$ cat src/rtl/scan_pkg.sv
// Shared types and constants for the scan sequencer.
package scan_pkg;

    localparam int unsigned SEL_W = 2;

    typedef enum logic {IDLE, SCAN} state_e;

    // Lowest set index of a 4-bit mask; returns 0 for an empty mask.
    function automatic logic [SEL_W-1:0] lowest_set(input logic [3:0] m);
        logic [SEL_W-1:0] r;
        r = '0;
        for (int i = 3; i >= 0; i--) begin
            if (m[i]) r = SEL_W'(i);
        end
        return r;
    endfunction

endpackage

$ cat src/rtl/mask_next.sv
// Next set mask index strictly above the current one, wrapping to the lowest set index.
module mask_next
    import scan_pkg::*;
(
    input  logic [SEL_W-1:0] i_cur,
    input  logic [3:0]       i_mask,
    output logic [SEL_W-1:0] o_nxt,
    output logic             o_wrap
);

    always_comb begin
        o_nxt  = lowest_set(i_mask);
        o_wrap = 1'b1;
        // Descending scan so the last hit is the lowest index above i_cur.
        for (int i = 3; i >= 0; i--) begin
            if (i_mask[i] && (i > int'(i_cur))) begin
                o_nxt  = SEL_W'(i);
                o_wrap = 1'b0;
            end
        end
    end

endmodule

$ cat src/rtl/scan_seq.sv
// Scan sequencer: steps a 2-to-4 decoder select through the active mask lines,
// holding each select for div+1 cycles and pulsing frame_done on every wrap.
module scan_seq
    import scan_pkg::*;
#(
    parameter int unsigned DIV_W = 8
) (
    input  logic             clk,
    input  logic             rst,
    input  logic             en,
    input  logic [DIV_W-1:0] div,
    input  logic [3:0]       mask,
    output logic             a,
    output logic             b,
    output logic             valid,
    output logic             frame_done
);

    state_e           r_state, w_state_d;
    logic [DIV_W-1:0] r_cnt, w_cnt_d;
    logic [DIV_W-1:0] r_div, w_div_d;
    logic [SEL_W-1:0] r_idx, w_idx_d;
    logic             r_fd, w_fd_d;
    logic [SEL_W-1:0] w_nxt;
    logic             w_wrap;

    mask_next u_mask_next (
        .i_cur  (r_idx),
        .i_mask (mask),
        .o_nxt  (w_nxt),
        .o_wrap (w_wrap)
    );

    always_ff @(posedge clk) begin
        if (rst) begin
            r_state <= IDLE;
            r_cnt   <= '0;
            r_div   <= '0;
            r_idx   <= '0;
            r_fd    <= 1'b0;
        end else begin
            r_state <= w_state_d;
            r_cnt   <= w_cnt_d;
            r_div   <= w_div_d;
            r_idx   <= w_idx_d;
            r_fd    <= w_fd_d;
        end
    end

    always_comb begin
        w_state_d = r_state;
        w_cnt_d   = r_cnt;
        w_div_d   = r_div;
        w_idx_d   = r_idx;
        w_fd_d    = 1'b0;
        unique case (r_state)
            IDLE: begin
                w_cnt_d = '0;
                w_idx_d = '0;
                if (en && (mask != 4'h0)) begin
                    w_state_d = SCAN;
                    w_idx_d   = lowest_set(mask);
                    w_div_d   = div;
                end
            end
            SCAN: begin
                if (!en) begin
                    w_state_d = IDLE;
                    w_cnt_d   = '0;
                    w_idx_d   = '0;
                end else if (r_cnt == r_div) begin
                    w_cnt_d = '0;
                    if (mask == 4'h0) begin
                        w_state_d = IDLE;
                        w_idx_d   = '0;
                    end else begin
                        w_idx_d = w_nxt;
                        w_div_d = div;
                        w_fd_d  = w_wrap;
                    end
                end else begin
                    w_cnt_d = r_cnt + DIV_W'(1);
                end
            end
            default: begin
                w_state_d = IDLE;
                w_cnt_d   = '0;
                w_idx_d   = '0;
            end
        endcase
    end

    assign a          = r_idx[1];
    assign b          = r_idx[0];
    assign valid      = (r_state == SCAN);
    assign frame_done = r_fd;

endmodule

$ cat config.mk
export PLATFORM = sky130hd
export DESIGN_NAME = scan_seq
export DESIGN_NICKNAME = d
export VERILOG_FILES = /design/src/rtl/scan_pkg.sv /design/src/rtl/mask_next.sv /design/src/rtl/scan_seq.sv
export SDC_FILE = /design/constraint.sdc
export NUM_CORES = 1
export LEC_CHECK = 0
export BUFFER_PORTS_ARGS = -buffer_cell sky130_fd_sc_hd__buf_2
export CAP_MARGIN = 20
export CORE_UTILIZATION = 59
export CTS_CLUSTER_SIZE = 24
export DETAILED_ROUTE_END_ITERATION = 10
export GPL_TIMING_DRIVEN = 0
export PLACE_DENSITY = 0.83
export SLEW_MARGIN = 5
export SYNTH_ARGS = -nofsm -noshare
export SYNTH_HDL_FRONTEND = slang
export SYNTH_SLANG_ARGS = --single-unit
export TNS_END_PERCENT = 20
$ cat constraint.sdc
create_clock -name clk -period 3.7 [get_ports clk]
set_clock_uncertainty 0.15 [all_clocks]
set_input_delay 1.11 -clock clk [delete_from_list [all_inputs] [get_ports clk]]
set_output_delay 1.11 -clock clk [all_outputs]
set_load 0.01 [all_outputs]
Yosys cells after proc, flatten, opt, wreduce, memory -nomap -nowiden
Cells that the tools add are included.

Register bits after elaboration: 20. Latch bits: 0. RAM bits: 0. Bits in read-only memories: 0. Input port bits: 15. Output and inout bits: 4. Logic and storage cells: 52. Memories: 0.

Add/sub/neg operators: 1. $mul: 0. Div/mod/pow operators: 0. Magnitude comparators: 3. Eq/ne operators: 6. Shift-type cells: 0. Muxes and demuxes: 26. Bitwise logic cells: 3. Reduce and logical (&&, ||, !) cells: 8.

Operator list (number): 8-bit two-way mux (6); 8-bit one-hot mux with 2 select lines (2); 2-bit two-way mux (11); 8-bit by 1-bit adder with 8-bit output, second input constant (1); 8-bit equality test (1); 7-bit OR reduction (1); 2-bit != test, second input constant (3); 1-bit two-way mux (5); 2-bit greater-than comparator, first input constant (2); 1-bit logical AND (4); 4-bit zero test (1); 2-bit one-hot mux with 2 select lines (1); 4-bit AND reduction (1); 4-bit nonzero test (1); 3-bit by 2-bit != test with 1-bit output, second input constant (1); 1-bit inverter (3); 1-bit by 2-bit greater-than comparator with 1-bit output, first input constant (1); 2-bit by 1-bit != test with 1-bit output, second input constant (1); 1-bit one-hot mux with 2 select lines (1).

Depth between registers and ports, before layout
Depth after elaboration: 11. Mapped depth: 5. Mapped depth without buffers: 4.

By module
From an unflattened synthesis, not the netlist that was laid out.

Cells, all modules: 148. Area, all modules: 1243.7 sq um.

By module, submodules not included: scan_seq (times used 1, cells each 133, area each 1151.1 sq um, sequential area each 400.4 sq um); mask_next (times used 1, cells each 15, area each 92.6 sq um, sequential area each 0.0 sq um).

Worst setup path before layout
OpenSTA, ideal clock, no wires.

Path kind: input port to flip-flop. From: in mask[1]. To: reg r_idx[0]. Setup time: 0.121 ns. Data arrival time: 2.098 ns. Data required time: 3.429 ns. Slack: 1.332 ns. Cell stages on the path: 4. Path buffers: 1. Path through: o41ai_4 -> buf_6 -> a211oi_1 -> mux2_2.

Cells in the longest elaborated chain, start to end: 9. Elaborated cells on any way between the ends: 14. Classes of those cells: mux: 10; reduce/logical: 4.

RTL lines: from (decl) (RTL line scan_seq.sv:12) `input logic [3:0] mask,`; 2-bit two-way mux (2 in a row) (RTL line scan_pkg.sv:13) `if (m[i]) r = SEL_W'(i);`; 2-bit two-way mux (3 in a row) (RTL line mask_next.sv:16) `if (i_mask[i] && (i > int'(i_cur))) begin`; 2-bit two-way mux (RTL line scan_seq.sv:73) `if (mask == 4'h0) begin`; 2-bit two-way mux (RTL line scan_seq.sv:71) `end else if (r_cnt == r_div) begin`; 2-bit two-way mux (RTL line scan_seq.sv:67) `if (!en) begin`; 2-bit one-hot mux with 2 select lines (*) (RTL line scan_seq.sv:56) `unique case (r_state)`; to (signal assigned) (RTL line scan_seq.sv:45) `r_idx <= w_idx_d;`; to (decl) (RTL line scan_seq.sv:22) `logic [SEL_W-1:0] r_idx, w_idx_d;`.

Mark *: on every way between the ends. The rest lies on a longest branch, timed or not. The select of a mux whose other input is x is not followed. A chain may end at the register's enable or synchronous reset.

Worst setup path after layout
From: in mask[1]. To: reg r_div[4].

Cells in the longest elaborated chain, start to end: 4. Elaborated cells on any way between the ends: 6. Classes of those cells: eq/ne: 2; reduce/logical: 4.

RTL lines: 4-bit nonzero test (RTL line scan_seq.sv:60) `if (en && (mask != 4'h0)) begin`; 1-bit logical AND (RTL line scan_seq.sv:60); 2-bit != test (no source line); 4-bit AND reduction (no source line) (*); to (signal assigned) (RTL line scan_seq.sv:44) `r_div <= w_div_d;`; to (decl) (RTL line scan_seq.sv:21) `logic [DIV_W-1:0] r_div, w_div_d;`.

Mark *: on every way between the ends. The rest lies on a longest branch, timed or not.

==> metrics.txt <==
worst endpoint required time=3750 ps; H-Tree Depth=1; drt total wl=2880 microns; cts hold-fix bufs=0; pin count of the biggest net entering global routing=13; CTS tree=built; DR pass1 iterations=4; vias=between 1000 and 1500; Seq cells post-synth=20; Starting Density=between 60% and 70%; syn_nets=148; Longest Clk Path Bufs=2; clock root buffer=clkbuf_4; setup violators final=0; first-pass GRT wire length=approximately 4500 microns; Synthesis Warnings=0; CTS Buf Count=3; relative slew slack=60.5%; postcts setup bufs=0; fraction of registers with async set/reset=0%; clock period minus worst slack=~2400 ps; largest cells by area after synthesis=dfxtp_1 (34%), xnor2_1 (6.7%), nor4b_1 (5.9%); Clock Sinks=20; Mapped Area=about 1200 sq um; Final TNS setup=0 ps; die width=46.7 microns; Post-synth EDFFs=0; Filler cells=155; # IOs=19; gpl congestion=0.821; Detailed Place HPWL=2070 microns; Iteration-0 DRC Markers=62; Routed Antenna Nets=0; post-CTS sizing=0; wire per inst=between 15 and 20 microns; Worst-Skew Late Latency=roughly 320 ps; gr ovfl total=0; Setup CP Type=in -> reg; worst-path fanout max=10; GR Layer Usage met1=36.9%; MaxCap Viol Count=0; die height=approximately 47 microns; Synth Area per Inst=8.94 sq um; n_diodes=0; Cell Rows=15; Startpoint Class=input port; die area=2180 sq um; Final Hold Viols=0; Vias/cell=around 6.5; post-synthesis instance total=132; post-synthesis sequential area ratio=around 34%; Leak Pwr=between 0.4 and 0.5 nW; Core Box Area=1800 sq um; GRT busiest layer=met2; final hold slack=between 300 and 400 ps; Yosys top cell area share=~34%; worst vdd ir=0.360 mV; met2 Usage GRT=50.0%; PwrDens=410 nW/um^2; crit end category=flop; crit path DAT=2440 ps; Port Buffers=18; period utilisation layout=64.6%; fmax=419 MHz; Clock transition at path regs=110 ps; initial antenna violation count=0; Hold Path Class=reg -> reg; Tot GR Track Use=just under 30%; Synth area leader=dfxtp_1; Max Transition Viols Final=0; Layout area overhead=14.7%; unrepaired setup endpoints after global routing=false; vias in the first global route=~1000; status=finished, final reports clean; share of cells above drive strength 1=18.8%; Least-Margin Pin Slew=590 ps; Main synth FF type=dfxtp_1; routing usage on met3=3.53%; drt drc=0; count of nets after finishing=171; Unique masters post-synth=35
==> flip-flops by register name, indices dropped and copies added (netlist names) <==
signal and flops:
r_idx 2, frame_done 1, r_cnt 8, valid 1, r_div 8
==> per-layer routing <==
layer / vias up / wire (microns)
met2: 45 / 1410
met1: 548 / 1290
met4: 0 / 44
met5: - / 0
li1: 562 / -
met3: 5 / 135
==> placed cells by master (no fill, tap or decap), types with 2 or more instances in the layout <==
cell / n
a21oi_1: 2
a31oi_1: 8
and3_1: 2
and4_1: 2
buf_2: 19
clkbuf_1: 5
clkbuf_4: 3
dfxtp_1: 20
inv_1: 2
nand2_1: 11
nand3_1: 5
nand4_2: 2
nor2_1: 10
nor2b_1: 5
nor4b_1: 8
o2111ai_1: 8
o21ai_0: 4
o311ai_0: 7
xnor2_1: 9
xor2_1: 5
==> layout make-up <==
| class | count | area [sq um] | share of cell area [%] |
|---|---|---|---|
| sequential | 20 | 400 | 29.6 |
| timing repair buffer | 18 | 90.1 | 6.65 |
| multi-input combinational | 102 | 733 | 54.2 |
| clock inverter | 1 | 30.0 | 2.22 |
| tap | 25 | 31.3 | 2.31 |
| inverter | 3 | 11.3 | 0.832 |
| buffer | 7 | 35.0 | 2.59 |
| clock buffer | 3 | 22.5 | 1.66 |
==> synth_stat cells (4+ instances only) <==
master	number
a31oi_1	8
clkbuf_1	5
dfxtp_1	20
nand2_1	11
nand3_1	5
nor2_1	10
nor2b_1	5
nor4b_1	8
o2111ai_1	8
o21ai_0	4
o311ai_0	7
xnor2_1	9
xor2_1	5
==> kinds of logic (layout without fill, tap and decap cells) <==
logic type               count (synthesis)  in the layout  share of synthesized area, %
adder cells (fa/ha/maj)                  1              1                          1.06
AND/OR/NAND/NOR                         47             47                          23.2
flip-flops                              20             20                          33.9
XOR/XNOR                                14             14                          10.4
AO/OA/AOI/OAI                           39             39                          26.5
multiplexers                             1              1                         0.954
buffers and inverters                   10             32                          3.92
==> critical path, stage by stage <==
cell	delay, ps
buf_2	130
o41ai_4	620
buf_2	340
a31oi_1	110
o311ai_0	110
==> stage by stage <==
step,total power [W],instances,area [sq um],util (%),setup slack (ps)
after global placement,0.000371,175,1300,72.2,1020
after CTS,0.000555,179,1350,75.1,1320
after global routing,0.000579,179,1350,75.1,1210
after detailed placement,0.000376,175,1300,72.2,999
after floorplan,0.000333,132,1180,-,1330
final,0.000555,179,1350,75.1,1310
==> power breakdown <==
| part | internal, W | total (W) | switching [W] |
|---|---|---|---|
| clock network | 0.000110 | 0.000181 | 0.0000716 |
| registers | 0.000230 | 0.000246 | 0.0000162 |
| logic | 0.0000459 | 0.000128 | 0.0000817 |
| total | 0.000386 | 0.000555 | 0.000169 |
==> path summary, 6_finish.rpt <==
check	end	from	cells after the start	slack, ps
setup / recovery	r_div[4]	mask[1]	5	1310
hold / removal	r_cnt[0]	r_cnt[0]	1	380
setup reg to reg	r_cnt[4]	r_cnt[0]	4	1830
hold reg to reg	r_cnt[0]	r_cnt[0]	1	380
Power figures use the tool's default switching activity.
